### config.mk
export PLATFORM = sky130hd
export DESIGN_NAME = com_block
export DESIGN_NICKNAME = d
export VERILOG_FILES = /design/src/rtl/com_pkg.sv /design/src/rtl/com_uart_core.sv /design/src/rtl/com_block.sv
export SDC_FILE = /design/constraint.sdc
export NUM_CORES = 1
export LEC_CHECK = 0
export CAP_MARGIN = 20
export CORE_ASPECT_RATIO = 1.25
export CORE_MARGIN = 2
export CORE_UTILIZATION = 56
export CTS_CLUSTER_SIZE = 28
export DETAILED_ROUTE_END_ITERATION = 10
export GPL_TIMING_DRIVEN = 0
export MAX_ROUTING_LAYER = met4
export PLACE_DENSITY = 0.81
export SETUP_SLACK_MARGIN = 0.05
export SLEW_MARGIN = 20
export SYNTH_ARGS = -nofsm -noshare
export SYNTH_HDL_FRONTEND = slang
export SYNTH_SLANG_ARGS = --single-unit
### constraint.sdc
create_clock -name clk -period 5.3 [get_ports clk]
set_clock_uncertainty 0.2 [all_clocks]
set_input_delay 1.59 -clock clk [delete_from_list [all_inputs] [get_ports clk]]
set_output_delay 1.59 -clock clk [all_outputs]
set_load 0.005 [all_outputs]
### src/rtl/com_pkg.sv
// Shared constants and types for the com_block peripheral hub.
// Register map, flag bit positions, UART state encodings, baud helper.
package com_pkg;

  localparam logic [7:0] COM_NONE  = 8'h00;
  localparam logic [7:0] COM_LED   = 8'h01;
  localparam logic [7:0] COM_SW    = 8'h02;
  localparam logic [7:0] COM_KEY   = 8'h03;
  localparam logic [7:0] COM_USTAT = 8'h04;
  localparam logic [7:0] COM_UTX   = 8'h05;
  localparam logic [7:0] COM_URX   = 8'h06;
  localparam logic [7:0] COM_IFLAG = 8'h07;
  localparam logic [7:0] COM_IEN   = 8'h08;

  localparam int FLG_RXV = 0;
  localparam int FLG_TXD = 1;
  localparam int FLG_KEY = 2;

  typedef enum logic [1:0] {
    TX_IDLE,
    TX_START,
    TX_DATA,
    TX_STOP
  } tx_state_t;

  typedef enum logic [2:0] {
    RX_IDLE,
    RX_START,
    RX_DATA,
    RX_STOP,
    RX_WAIT
  } rx_state_t;

  function automatic int bit_div(input int clk_hz, input int baud);
    return clk_hz / baud;
  endfunction

endpackage

### src/rtl/com_uart_core.sv
// UART0 8N1 transmitter and receiver with baud counters.
// The receive line is synchronised here; data/flags leave as 1-clk pulses.
module uart_core
  import com_pkg::*;
#(
  parameter int CLK_FREQ = 1_000_000,
  parameter int BAUD     = 9600
) (
  input  logic       clk,
  input  logic       rst,
  input  logic       i_tx_start,
  input  logic [7:0] i_tx_data,
  output logic       o_tx_busy,
  output logic       o_tx_done,
  output logic       o_tx,
  input  logic       i_rx,
  output logic       o_rx_done,
  output logic       o_rx_ferr,
  output logic [7:0] o_rx_data
);

  localparam int DIV = bit_div(CLK_FREQ, BAUD);
  localparam int CW  = $clog2(DIV) + 1;
  localparam logic [CW-1:0] DIV_M1  = CW'(DIV - 1);
  localparam logic [CW-1:0] HALF_M1 = CW'(DIV / 2 - 1);
  localparam logic [CW-1:0] ONE     = CW'(1);

  // ---------------- transmitter ----------------
  tx_state_t     r_tx_st, w_tx_st_n;
  logic [CW-1:0] r_tx_cnt, w_tx_cnt_n;
  logic [2:0]    r_tx_bit, w_tx_bit_n;
  logic [7:0]    r_tx_sh, w_tx_sh_n;
  logic          r_tx, w_tx_n;
  logic          w_tx_done;

  always_ff @(posedge clk) begin
    if (rst) begin
      r_tx_st  <= TX_IDLE;
      r_tx_cnt <= '0;
      r_tx_bit <= '0;
      r_tx_sh  <= '0;
      r_tx     <= 1'b1;
    end else begin
      r_tx_st  <= w_tx_st_n;
      r_tx_cnt <= w_tx_cnt_n;
      r_tx_bit <= w_tx_bit_n;
      r_tx_sh  <= w_tx_sh_n;
      r_tx     <= w_tx_n;
    end
  end

  always_comb begin
    w_tx_st_n  = r_tx_st;
    w_tx_cnt_n = r_tx_cnt;
    w_tx_bit_n = r_tx_bit;
    w_tx_sh_n  = r_tx_sh;
    w_tx_done  = 1'b0;
    unique case (r_tx_st)
      TX_IDLE: begin
        if (i_tx_start) begin
          w_tx_st_n  = TX_START;
          w_tx_cnt_n = '0;
          w_tx_sh_n  = i_tx_data;
        end
      end
      TX_START: begin
        if (r_tx_cnt == DIV_M1) begin
          w_tx_st_n  = TX_DATA;
          w_tx_cnt_n = '0;
          w_tx_bit_n = '0;
        end else begin
          w_tx_cnt_n = r_tx_cnt + ONE;
        end
      end
      TX_DATA: begin
        if (r_tx_cnt == DIV_M1) begin
          w_tx_cnt_n = '0;
          w_tx_sh_n  = {1'b0, r_tx_sh[7:1]};
          if (r_tx_bit == 3'd7) begin
            w_tx_st_n = TX_STOP;
          end else begin
            w_tx_bit_n = r_tx_bit + 3'd1;
          end
        end else begin
          w_tx_cnt_n = r_tx_cnt + ONE;
        end
      end
      TX_STOP: begin
        if (r_tx_cnt == DIV_M1) begin
          w_tx_st_n  = TX_IDLE;
          w_tx_cnt_n = '0;
          w_tx_done  = 1'b1;
        end else begin
          w_tx_cnt_n = r_tx_cnt + ONE;
        end
      end
    endcase
  end

  // Line level follows the next state so the start bit appears one clk after the write
  always_comb begin
    w_tx_n = 1'b1;
    unique case (w_tx_st_n)
      TX_IDLE:  w_tx_n = 1'b1;
      TX_START: w_tx_n = 1'b0;
      TX_DATA:  w_tx_n = w_tx_sh_n[0];
      TX_STOP:  w_tx_n = 1'b1;
    endcase
  end

  assign o_tx      = r_tx;
  assign o_tx_busy = (r_tx_st != TX_IDLE);
  assign o_tx_done = w_tx_done;

  // ---------------- receiver ----------------
  logic          r_rx_s1, r_rx_s2, r_rx_s3;
  rx_state_t     r_rx_st, w_rx_st_n;
  logic [CW-1:0] r_rx_cnt, w_rx_cnt_n;
  logic [2:0]    r_rx_bit, w_rx_bit_n;
  logic [7:0]    r_rx_sh, w_rx_sh_n;
  logic          w_rx_done, w_rx_ferr;
  logic          w_rx_fall;

  always_ff @(posedge clk) begin
    if (rst) begin
      r_rx_s1  <= 1'b1;
      r_rx_s2  <= 1'b1;
      r_rx_s3  <= 1'b1;
      r_rx_st  <= RX_IDLE;
      r_rx_cnt <= '0;
      r_rx_bit <= '0;
      r_rx_sh  <= '0;
    end else begin
      r_rx_s1  <= i_rx;
      r_rx_s2  <= r_rx_s1;
      r_rx_s3  <= r_rx_s2;
      r_rx_st  <= w_rx_st_n;
      r_rx_cnt <= w_rx_cnt_n;
      r_rx_bit <= w_rx_bit_n;
      r_rx_sh  <= w_rx_sh_n;
    end
  end

  assign w_rx_fall = r_rx_s3 & ~r_rx_s2;

  always_comb begin
    w_rx_st_n  = r_rx_st;
    w_rx_cnt_n = r_rx_cnt;
    w_rx_bit_n = r_rx_bit;
    w_rx_sh_n  = r_rx_sh;
    w_rx_done  = 1'b0;
    w_rx_ferr  = 1'b0;
    case (r_rx_st)
      RX_IDLE: begin
        if (w_rx_fall) begin
          w_rx_st_n  = RX_START;
          w_rx_cnt_n = '0;
        end
      end
      RX_START: begin
        if (r_rx_cnt == HALF_M1) begin
          w_rx_cnt_n = '0;
          w_rx_bit_n = '0;
          w_rx_st_n  = r_rx_s2 ? RX_IDLE : RX_DATA;
        end else begin
          w_rx_cnt_n = r_rx_cnt + ONE;
        end
      end
      RX_DATA: begin
        if (r_rx_cnt == DIV_M1) begin
          w_rx_cnt_n = '0;
          w_rx_sh_n  = {r_rx_s2, r_rx_sh[7:1]};
          if (r_rx_bit == 3'd7) begin
            w_rx_st_n = RX_STOP;
          end else begin
            w_rx_bit_n = r_rx_bit + 3'd1;
          end
        end else begin
          w_rx_cnt_n = r_rx_cnt + ONE;
        end
      end
      RX_STOP: begin
        if (r_rx_cnt == DIV_M1) begin
          w_rx_cnt_n = '0;
          if (r_rx_s2) begin
            w_rx_done = 1'b1;
            w_rx_st_n = RX_IDLE;
          end else begin
            w_rx_ferr = 1'b1;
            w_rx_st_n = RX_WAIT;
          end
        end else begin
          w_rx_cnt_n = r_rx_cnt + ONE;
        end
      end
      RX_WAIT: begin
        if (r_rx_s2) w_rx_st_n = RX_IDLE;
      end
      default: w_rx_st_n = RX_IDLE;
    endcase
  end

  assign o_rx_done = w_rx_done;
  assign o_rx_ferr = w_rx_ferr;
  assign o_rx_data = r_rx_sh;

endmodule

### src/rtl/com_block.sv
// Memory-mapped peripheral hub: LEDs, switches, KEY1, UART0, interrupt.
// Side effects fire only on the first cycle a given address is presented.
module com_block
  import com_pkg::*;
#(
  parameter int CLK_FREQ = 1_000_000,
  parameter int BAUD     = 9600
) (
  input  logic       clk,
  input  logic       rst,
  input  logic [7:0] addr,
  input  logic [7:0] in_data,
  output logic [7:0] out_data,
  output logic       interrupt,
  output logic [7:0] leds,
  input  logic [3:0] switches,
  input  logic       uart0_rx,
  output logic       uart0_tx,
  input  logic       key1
);

  logic [7:0] r_addr_q;
  logic [7:0] r_leds;
  logic [3:0] r_sw1, r_sw2;
  logic       r_k1, r_k2, r_k3;
  logic [2:0] r_ien;
  logic       r_rxv, r_txd, r_key;
  logic       r_ferr;
  logic [7:0] r_rx_data;
  logic       r_irq;

  logic       w_acc;
  logic       w_wr_led, w_wr_utx, w_rd_urx;
  logic       w_wr_iflag, w_wr_ien;
  logic       w_tx_busy, w_tx_done;
  logic       w_rx_done, w_rx_ferr;
  logic [7:0] w_rx_byte;
  logic       w_key_fall;
  logic       w_rxv_n, w_txd_n, w_key_n;
  logic [2:0] w_ien_n;

  assign w_acc      = (addr != r_addr_q);
  assign w_wr_led   = w_acc && (addr == COM_LED);
  assign w_wr_utx   = w_acc && (addr == COM_UTX);
  assign w_rd_urx   = w_acc && (addr == COM_URX);
  assign w_wr_iflag = w_acc && (addr == COM_IFLAG);
  assign w_wr_ien   = w_acc && (addr == COM_IEN);
  assign w_key_fall = r_k3 & ~r_k2;

  uart_core #(
    .CLK_FREQ (CLK_FREQ),
    .BAUD     (BAUD)
  ) u_uart (
    .clk        (clk),
    .rst        (rst),
    .i_tx_start (w_wr_utx && !w_tx_busy),
    .i_tx_data  (in_data),
    .o_tx_busy  (w_tx_busy),
    .o_tx_done  (w_tx_done),
    .o_tx       (uart0_tx),
    .i_rx       (uart0_rx),
    .o_rx_done  (w_rx_done),
    .o_rx_ferr  (w_rx_ferr),
    .o_rx_data  (w_rx_byte)
  );

  // Flag sets take priority over clears landing in the same cycle
  always_comb begin
    w_rxv_n = r_rxv;
    w_txd_n = r_txd;
    w_key_n = r_key;
    w_ien_n = r_ien;
    if (w_rd_urx) w_rxv_n = 1'b0;
    if (w_rx_done) w_rxv_n = 1'b1;
    if (w_wr_iflag && in_data[FLG_TXD]) w_txd_n = 1'b0;
    if (w_tx_done) w_txd_n = 1'b1;
    if (w_wr_iflag && in_data[FLG_KEY]) w_key_n = 1'b0;
    if (w_key_fall) w_key_n = 1'b1;
    if (w_wr_ien) w_ien_n = in_data[2:0];
  end

  always_ff @(posedge clk) begin
    if (rst) begin
      r_addr_q  <= COM_NONE;
      r_leds    <= '0;
      r_sw1     <= '0;
      r_sw2     <= '0;
      r_k1      <= 1'b1;
      r_k2      <= 1'b1;
      r_k3      <= 1'b1;
      r_ien     <= '0;
      r_rxv     <= 1'b0;
      r_txd     <= 1'b0;
      r_key     <= 1'b0;
      r_ferr    <= 1'b0;
      r_rx_data <= '0;
      r_irq     <= 1'b0;
    end else begin
      r_addr_q <= addr;
      r_sw1    <= switches;
      r_sw2    <= r_sw1;
      r_k1     <= key1;
      r_k2     <= r_k1;
      r_k3     <= r_k2;
      if (w_wr_led) r_leds <= in_data;
      r_ien <= w_ien_n;
      r_rxv <= w_rxv_n;
      r_txd <= w_txd_n;
      r_key <= w_key_n;
      if (w_rx_done) begin
        r_rx_data <= w_rx_byte;
        r_ferr    <= 1'b0;
      end else if (w_rx_ferr) begin
        r_ferr <= 1'b1;
      end
      r_irq <= |({w_key_n, w_txd_n, w_rxv_n} & w_ien_n);
    end
  end

  always_comb begin
    out_data = 8'h00;
    case (addr)
      COM_LED:   out_data = r_leds;
      COM_SW:    out_data = {4'b0, r_sw2};
      COM_KEY:   out_data = {7'b0, ~r_k2};
      COM_USTAT: out_data = {5'b0, r_ferr, r_rxv, w_tx_busy};
      COM_URX:   out_data = r_rx_data;
      COM_IFLAG: out_data = {5'b0, r_key, r_txd, r_rxv};
      COM_IEN:   out_data = {5'b0, r_ien};
      default:   out_data = 8'h00;
    endcase
  end

  assign leds      = r_leds;
  assign interrupt = r_irq;

endmodule

==> results.json, run 1 <==
{
  "ios": 42,
  "reg2reg_to": "u_uart.o_tx$_SDFF_PP1_",
  "portBuffers": 40,
  "vias_per_cell": 5.72,
  "gp_congestion": 0.873,
  "drt_wl_total_um": 9350,
  "slew_violations": 0,
  "worst_pin_slew_ns": 0.943,
  "syn_nets": 474,
  "cp.required_ns": 3.51,
  "seq_area_frac_synth_pct": 45.5,
  "netlist_instances": 442,
  "crit_end": "out_data[2]",
  "dp_hpwl_um": 6470,
  "finalWorstSetupSlack_ns": 0.110,
  "core_area_um2": 6890,
  "ant_nets": 0,
  "cts.path.max_buffers": 2,
  "synth_edf_count": 0,
  "max-cap-violations": 0,
  "finalSetupViolCount": 0,
  "crit_fanout": 3,
  "die_w_um": 79.3,
  "cp_data_arrival_time_ns": 3.40,
  "cts.sinks": 90,
  "cts_root_buffer": "clkbuf_8",
  "synth_common_cells": "90 x dfxtp_1, 60 x nor2_1, 38 x nand2_1, 34 x a21oi_1, 23 x mux2i_1",
  "yosysUniqueCellTypes": 57,
  "pre_cts_ws_ns": -0.775,
  "rsz0062_at_grt": "no",
  "grt_max_degree": 18,
  "reg2reg_from": "u_uart.r_tx_cnt[0]$_SDFFE_PP0N_",
  "ys_warn_count": 0,
  "vias": 3406,
  "p_per_area_nw_per_um2": 265,
  "postSynthAreaPerCell_um2": 8.97,
  "cts_tree": "built",
  "total_power_w": 0.00127,
  "r2r_cells": 9,
  "min_path_type": "flip-flop to flip-flop",
  "crit_path_start_kind": "input pin",
  "clkLatencyLatePin_ns": 0.37,
  "grt_antenna_before_repair": 0,
  "h-tree-depth": 3,
  "die_h_um": 98.1,
  "initial_core_util_pct": 57.5,
  "slew-limit-headroom_pct": 36.6,
  "ctsHoldBuffers": 0,
  "drive_above_1_share_pct": 11.7,
  "worstPathCellList": "clkdlybuf4s15_2 -> or4_4 -> or2_4 -> buf_6 -> nor4b_4 -> buf_4 -> a221o_1 -> buf_2",
  "synthTopCellsByArea": "dfxtp_1 45%, mux2i_1 5.8%, nor2_1 5.7%",
  "placed_cell_area_um2": 4480,
  "async_reset_ff_share_pct": 0,
  "fp-row-count": 34,
  "layout.nets": 532,
  "areaGrowthSynthToFinish_pct": 20.3,
  "stdcell_area_um2": 4770,
  "grt_pass1_wl_um": 15000,
  "slowest_delay_ns": 0.56,
  "drt_pass1_iterations": 4,
  "crit_type": "input pin to output port",
  "yosysTopAreaCell": "dfxtp_1",
  "synth_top_area_share_pct": 45.5,
  "numCtsBuffers": 9,
  "grt_usage_pct": 25.3,
  "yosysMostFrequentCell": "dfxtp_1",
  "crit_path_end_kind": "output port",
  "multiInputGateArea_um2": 2060,
  "leakage_nw": 1.82,
  "period_needed_ns": 5.19,
  "mappedNetlistArea_um2": 3960,
  "hold_slack_ns": 0.221,
  "path_clk_slew_ns": 0.10,
  "register_area_um2": 1800,
  "ir_worst_vdd_mv": 0.186,
  "fillCellCount": 537,
  "wire_per_inst_um": 15.7,
  "die-area_um2": 7770,
  "finalCritPeriodShare_pct": 97.9,
  "crit_slowest_cell": "or4_4",
  "ff2ff_setup_slack_ns": 2.33,
  "synth_top_flop_cell": "dfxtp_1",
  "diodes": 0,
  "ys_ff_latch": 90,
  "drc_errors": 0,
  "drt_iter0_markers": 249,
  "hold_viol": 0,
  "status": "complete, no violations",
  "finalCoreUtilization_pct": 69.2,
  "grt_pass1_vias": 3195,
  "critical_path.startpoint": "addr[5]",
  "fmax_mhz": 193,
  "overflow": 0
}
==> state kept, by name (all words and copies together), names as in the netlist, 2 cells and up <==
register,cells
u_uart.r_tx_cnt,8
u_uart.r_rx_bit,3
r_ien,3
r_addr_q,8
u_uart.r_tx_bit,3
u_uart.r_tx_st,2
r_rx_data,8
u_uart.r_rx_cnt,8
u_uart.r_tx_sh,8
leds,8
u_uart.r_rx_st,3
r_sw2,4
u_uart.o_rx_data,8
r_sw1,4
==> area by class of cell <==
class / count / area share, %
inverter: 11 / 0.866
multi-input combinational: 319 / 43.1
buffer: 22 / 2.18
tap: 90 / 2.36
timing repair buffer: 47 / 9.58
clock inverter: 6 / 1.18
sequential: 90 / 37.8
clock buffer: 10 / 2.89
==> where the power goes <==
part	total, W	internal [W]	switching [W]
combinational	0.000109	0.0000486	0.0000604
clock	0.000461	0.000194	0.000267
sequential	0.000695	0.000689	0.00000646
total	0.00127	0.000931	0.000334
==> worst max-delay path, delay by kind of cell <==
kind | cells | cell delay, ns
buffers and inverters | 4 | 0.60
AOI/OAI and AO/OA | 1 | 0.14
and+or+nand+nor | 3 | 1.06
==> cells in the final DEF, fill, tap and decap left out, drive strengths merged, types with 6 or more instances in the layout <==
master | synthesis | routed
clkbuf | 17 | 32
o21ai | 12 | 12
nand2 | 38 | 38
or3 | 6 | 6
ha | 8 | 8
clkdlybuf4s50 | 0 | 27
xnor2 | 11 | 11
nand2b | 8 | 8
a21oi | 34 | 34
nor2b | 19 | 19
or2 | 8 | 8
buf | 5 | 15
mux2i | 23 | 23
dfxtp | 90 | 90
nand3 | 7 | 7
a22o | 9 | 9
a22oi | 9 | 9
nor2 | 60 | 60
inv | 11 | 15
==> layer usage <==
metal / GRT usage [%] / wire length [um] / up-vias
li1: - / - / 1664
met1: 30.1 / 3960 / 1633
met2: 42.2 / 4790 / 91
met3: 4.53 / 429 / 18
met4: 9.68 / 174 / 0
met5: - / 0 / -
==> worst min-delay path by stage <==
| stage | startpoint | endpoint | depth (start not counted) |
|---|---|---|---|
| 6_report | u_uart.r_rx_s1$_SDFF_PP1_ | u_uart.r_rx_s2$_SDFF_PP1_ | 1 |
| 5_1_grt | u_uart.r_rx_s1$_SDFF_PP1_ | u_uart.r_rx_s2$_SDFF_PP1_ | 1 |
| 4_1_cts | u_uart.r_rx_s1$_SDFF_PP1_ | u_uart.r_rx_s2$_SDFF_PP1_ | 1 |
| 3_5_place_dp | u_uart.r_rx_s1$_SDFF_PP1_ | u_uart.r_rx_s2$_SDFF_PP1_ | 1 |
| 3_3_place_gp | u_uart.r_rx_s1$_SDFF_PP1_ | u_uart.r_rx_s2$_SDFF_PP1_ | 1 |
| 2_1_floorplan | r_k1$_SDFF_PP1_ | r_k2$_SDFF_PP1_ | 1 |
==> through the flow <==
stage	std cells	setup TNS, ns
after floorplan	442	0
after global placement	572	-5.81
after detailed placement	572	-5.61
after CTS	595	0
after global routing	595	0
final	595	0
==> cell families after synthesis <==
family,synth area share [%]
adders and majority gates,2.53
xor gates and xnor gates,3.09
AOI/OAI and AO/OA,15.6
muxes,6.66
DFF,45.5
buffers and inverters,3.41
and+or+nand+nor,23.2
==> what timing repair did <==
item,4_1_cts,5_1_grt
endpoints found under the setup margin,8,8
gates cloned,1,0
pin swaps,9,4
buffers inserted,6,0
endpoints found under the hold margin,0,0
resized for setup,40,10
Power figures use the tool's default switching activity.
==> run 2: changes to the inputs <==
--- a/config.mk
+++ b/config.mk
@@ -5,6 +5,7 @@
 export SDC_FILE = /design/constraint.sdc
 export NUM_CORES = 1
 export LEC_CHECK = 0
+export ABC_CLOCK_PERIOD_IN_PS = 5300
 export CAP_MARGIN = 20
 export CORE_ASPECT_RATIO = 1.25
 export CORE_MARGIN = 2
==> results of run 2 <==
The final DEF is identical to that of run 1; final timing and power are the same.
==> run 3: changes to the inputs <==
--- a/config.mk
+++ b/config.mk
@@ -9,12 +9,13 @@
 export CAP_MARGIN = 20
 export CORE_ASPECT_RATIO = 1.25
 export CORE_MARGIN = 2
-export CORE_UTILIZATION = 56
+export CORE_UTILIZATION = 60
 export CTS_CLUSTER_SIZE = 28
 export DETAILED_ROUTE_END_ITERATION = 10
+export DONT_BUFFER_PORTS = 1
 export GPL_TIMING_DRIVEN = 0
 export MAX_ROUTING_LAYER = met4
-export PLACE_DENSITY = 0.81
+export PLACE_DENSITY = 0.78
 export SETUP_SLACK_MARGIN = 0.05
 export SLEW_MARGIN = 20
 export SYNTH_ARGS = -nofsm -noshare
==> results.json, run 3 (synthesis gave the netlist of run 1 again) <==
{
  "drc_errors": 0,
  "total_power_w": 0.00128,
  "fp-row-count": 33,
  "ios": 42,
  "overflow": 0,
  "final_common_cell": "dfxtp_1",
  "die_h_um": 94.9,
  "gp_congestion": 0.922,
  "wire_per_inst_um": 15.3,
  "postCtsSetupRepairBufs": 0,
  "crit_path_end_kind": "output port",
  "drive_above_1_share_pct": 8.52,
  "drt_pass1_iterations": 5,
  "crit_path_start_kind": "input pin",
  "max-cap-violations": 0,
  "crit_slowest_cell": "or4_4",
  "hold_slack_ns": 0.218,
  "numCtsBuffers": 9,
  "cts_root_buffer": "clkbuf_8",
  "leakage_nw": 1.61,
  "pre_cts_ws_ns": 0.129,
  "status": "complete, no violations",
  "finalCritPeriodShare_pct": 95.8,
  "ff2ff_setup_slack_ns": 2.37,
  "rsz0062_at_grt": "no",
  "worst_pin_slew_ns": 0.954,
  "areaGrowthSynthToFinish_pct": 8.30,
  "ir_worst_vdd_mv": 0.209,
  "fmax_mhz": 197,
  "stdcell_area_um2": 4290,
  "layout.nets": 485,
  "cts_tree": "built",
  "die_w_um": 76.7,
  "finalWorstSetupSlack_ns": 0.224,
  "die-area_um2": 7280,
  "grt_usage_pct": 24.1,
  "dp_hpwl_um": 5910,
  "grt_pass1_vias": 2929,
  "p_per_area_nw_per_um2": 299,
  "ant_nets": 0,
  "grt_pass1_wl_um": 13500,
  "min_path_type": "flip-flop to flip-flop",
  "slew-limit-headroom_pct": 35.8,
  "final_cell_mix": "90 x dfxtp_1, 60 x nor2_1, 38 x nand2_1",
  "slowest_delay_ns": 0.54,
  "initial_core_util_pct": 61.1,
  "grt_max_degree": 19,
  "cts.sinks": 90,
  "period_needed_ns": 5.08,
  "crit_top_cell": "nor2_1",
  "clkLatencyLatePin_ns": 0.36,
  "vias_per_cell": 5.86,
  "vias": 3191,
  "h-tree-depth": 3,
  "crit_type": "input pin to output port",
  "drt_wl_total_um": 8330,
  "portBuffers": 0,
  "hold_viol": 0,
  "cp.required_ns": 3.51,
  "setup_tns_ns": 0,
  "worstPathCellList": "or4_4 -> nor2_1 -> nand2_1 -> nor2_1 -> a22o_1",
  "drt_iter0_markers": 183,
  "grt_antenna_before_repair": 0,
  "cts.path.max_buffers": 2,
  "diodes": 0,
  "path_clk_slew_ns": 0.10,
  "slew_violations": 0,
  "cp_data_arrival_time_ns": 3.29,
  "crit_fanout": 7,
  "finalSetupViolCount": 0,
  "placed_cell_area_um2": 4070,
  "core_area_um2": 6480
}
==> run 3: changes by cell type in the layout (fill, tap and decap cells not counted), sizes merged <==
cell	change
bufinv	+1
clkdlybuf4s15	-3
clkdlybuf4s50	-27
clkbuf	-6
dlygate4sd2	-2
buf	-10
inv	+1
clkinvlp	-1
==> run 3: cell type report <==
| class | count | area (um2) |
|---|---|---|
| fill | 551 | 2190 |
| buffer | 22 | 93.8 |
| inverter | 11 | 41.3 |
| tap | 87 | 109 |
| multi-input combinational | 319 | 2030 |
| clock inverter | 7 | 90.1 |
| sequential | 90 | 1800 |
| clock buffer | 9 | 124 |
==> run 3: worst max-delay path, delay by kind of cell <==
| kind | cells | cell delay [ns] |
|---|---|---|
| AOI/OAI and AO/OA | 1 | 0.22 |
| and+or+nand+nor | 4 | 1.47 |
==> run 3: metrics by stage <==
step	std cells	utilization, %
after floorplan	442	-
after detailed placement	529	62.8
after global routing	545	66.2
after global placement	529	62.8
after CTS	545	66.1
final	545	66.2
==> run 3: metal layers <==
metal / routed length [um] / global-route usage, % / vias to the layer above
li1: - / - / 1573
met1: 3770 / 29.1 / 1501
met2: 4020 / 39.0 / 96
met3: 375 / 4.97 / 21
met4: 171 / 10.8 / 0
met5: 0 / - / -
==> run 3: power by group <==
part           leakage, nW  internal [W]  switching [W]
clock                0.110      0.000232       0.000272
combinational        0.768     0.0000333      0.0000501
sequential           0.730      0.000689     0.00000621
total                 1.61      0.000954       0.000328
==> run 3: timing repair <==
| action | CTS | global route |
|---|---|---|
| hold endpoints to repair | 0 | 0 |
| hold buffers | 0 | 0 |
| resized for setup | 0 | 1 |
| setup endpoints to repair | 0 | 1 |
==> run 3: final timing paths <==
path | cells after the start | from | endpoint
max | 5 | addr[4] | out_data[7]
min | 1 | r_k1$_SDFF_PP1_ | r_k2$_SDFF_PP1_
max reg2reg | 9 | u_uart.r_tx_cnt[0]$_SDFFE_PP0N_ | u_uart.o_tx$_SDFF_PP1_
min reg2reg | 1 | r_k1$_SDFF_PP1_ | r_k2$_SDFF_PP1_
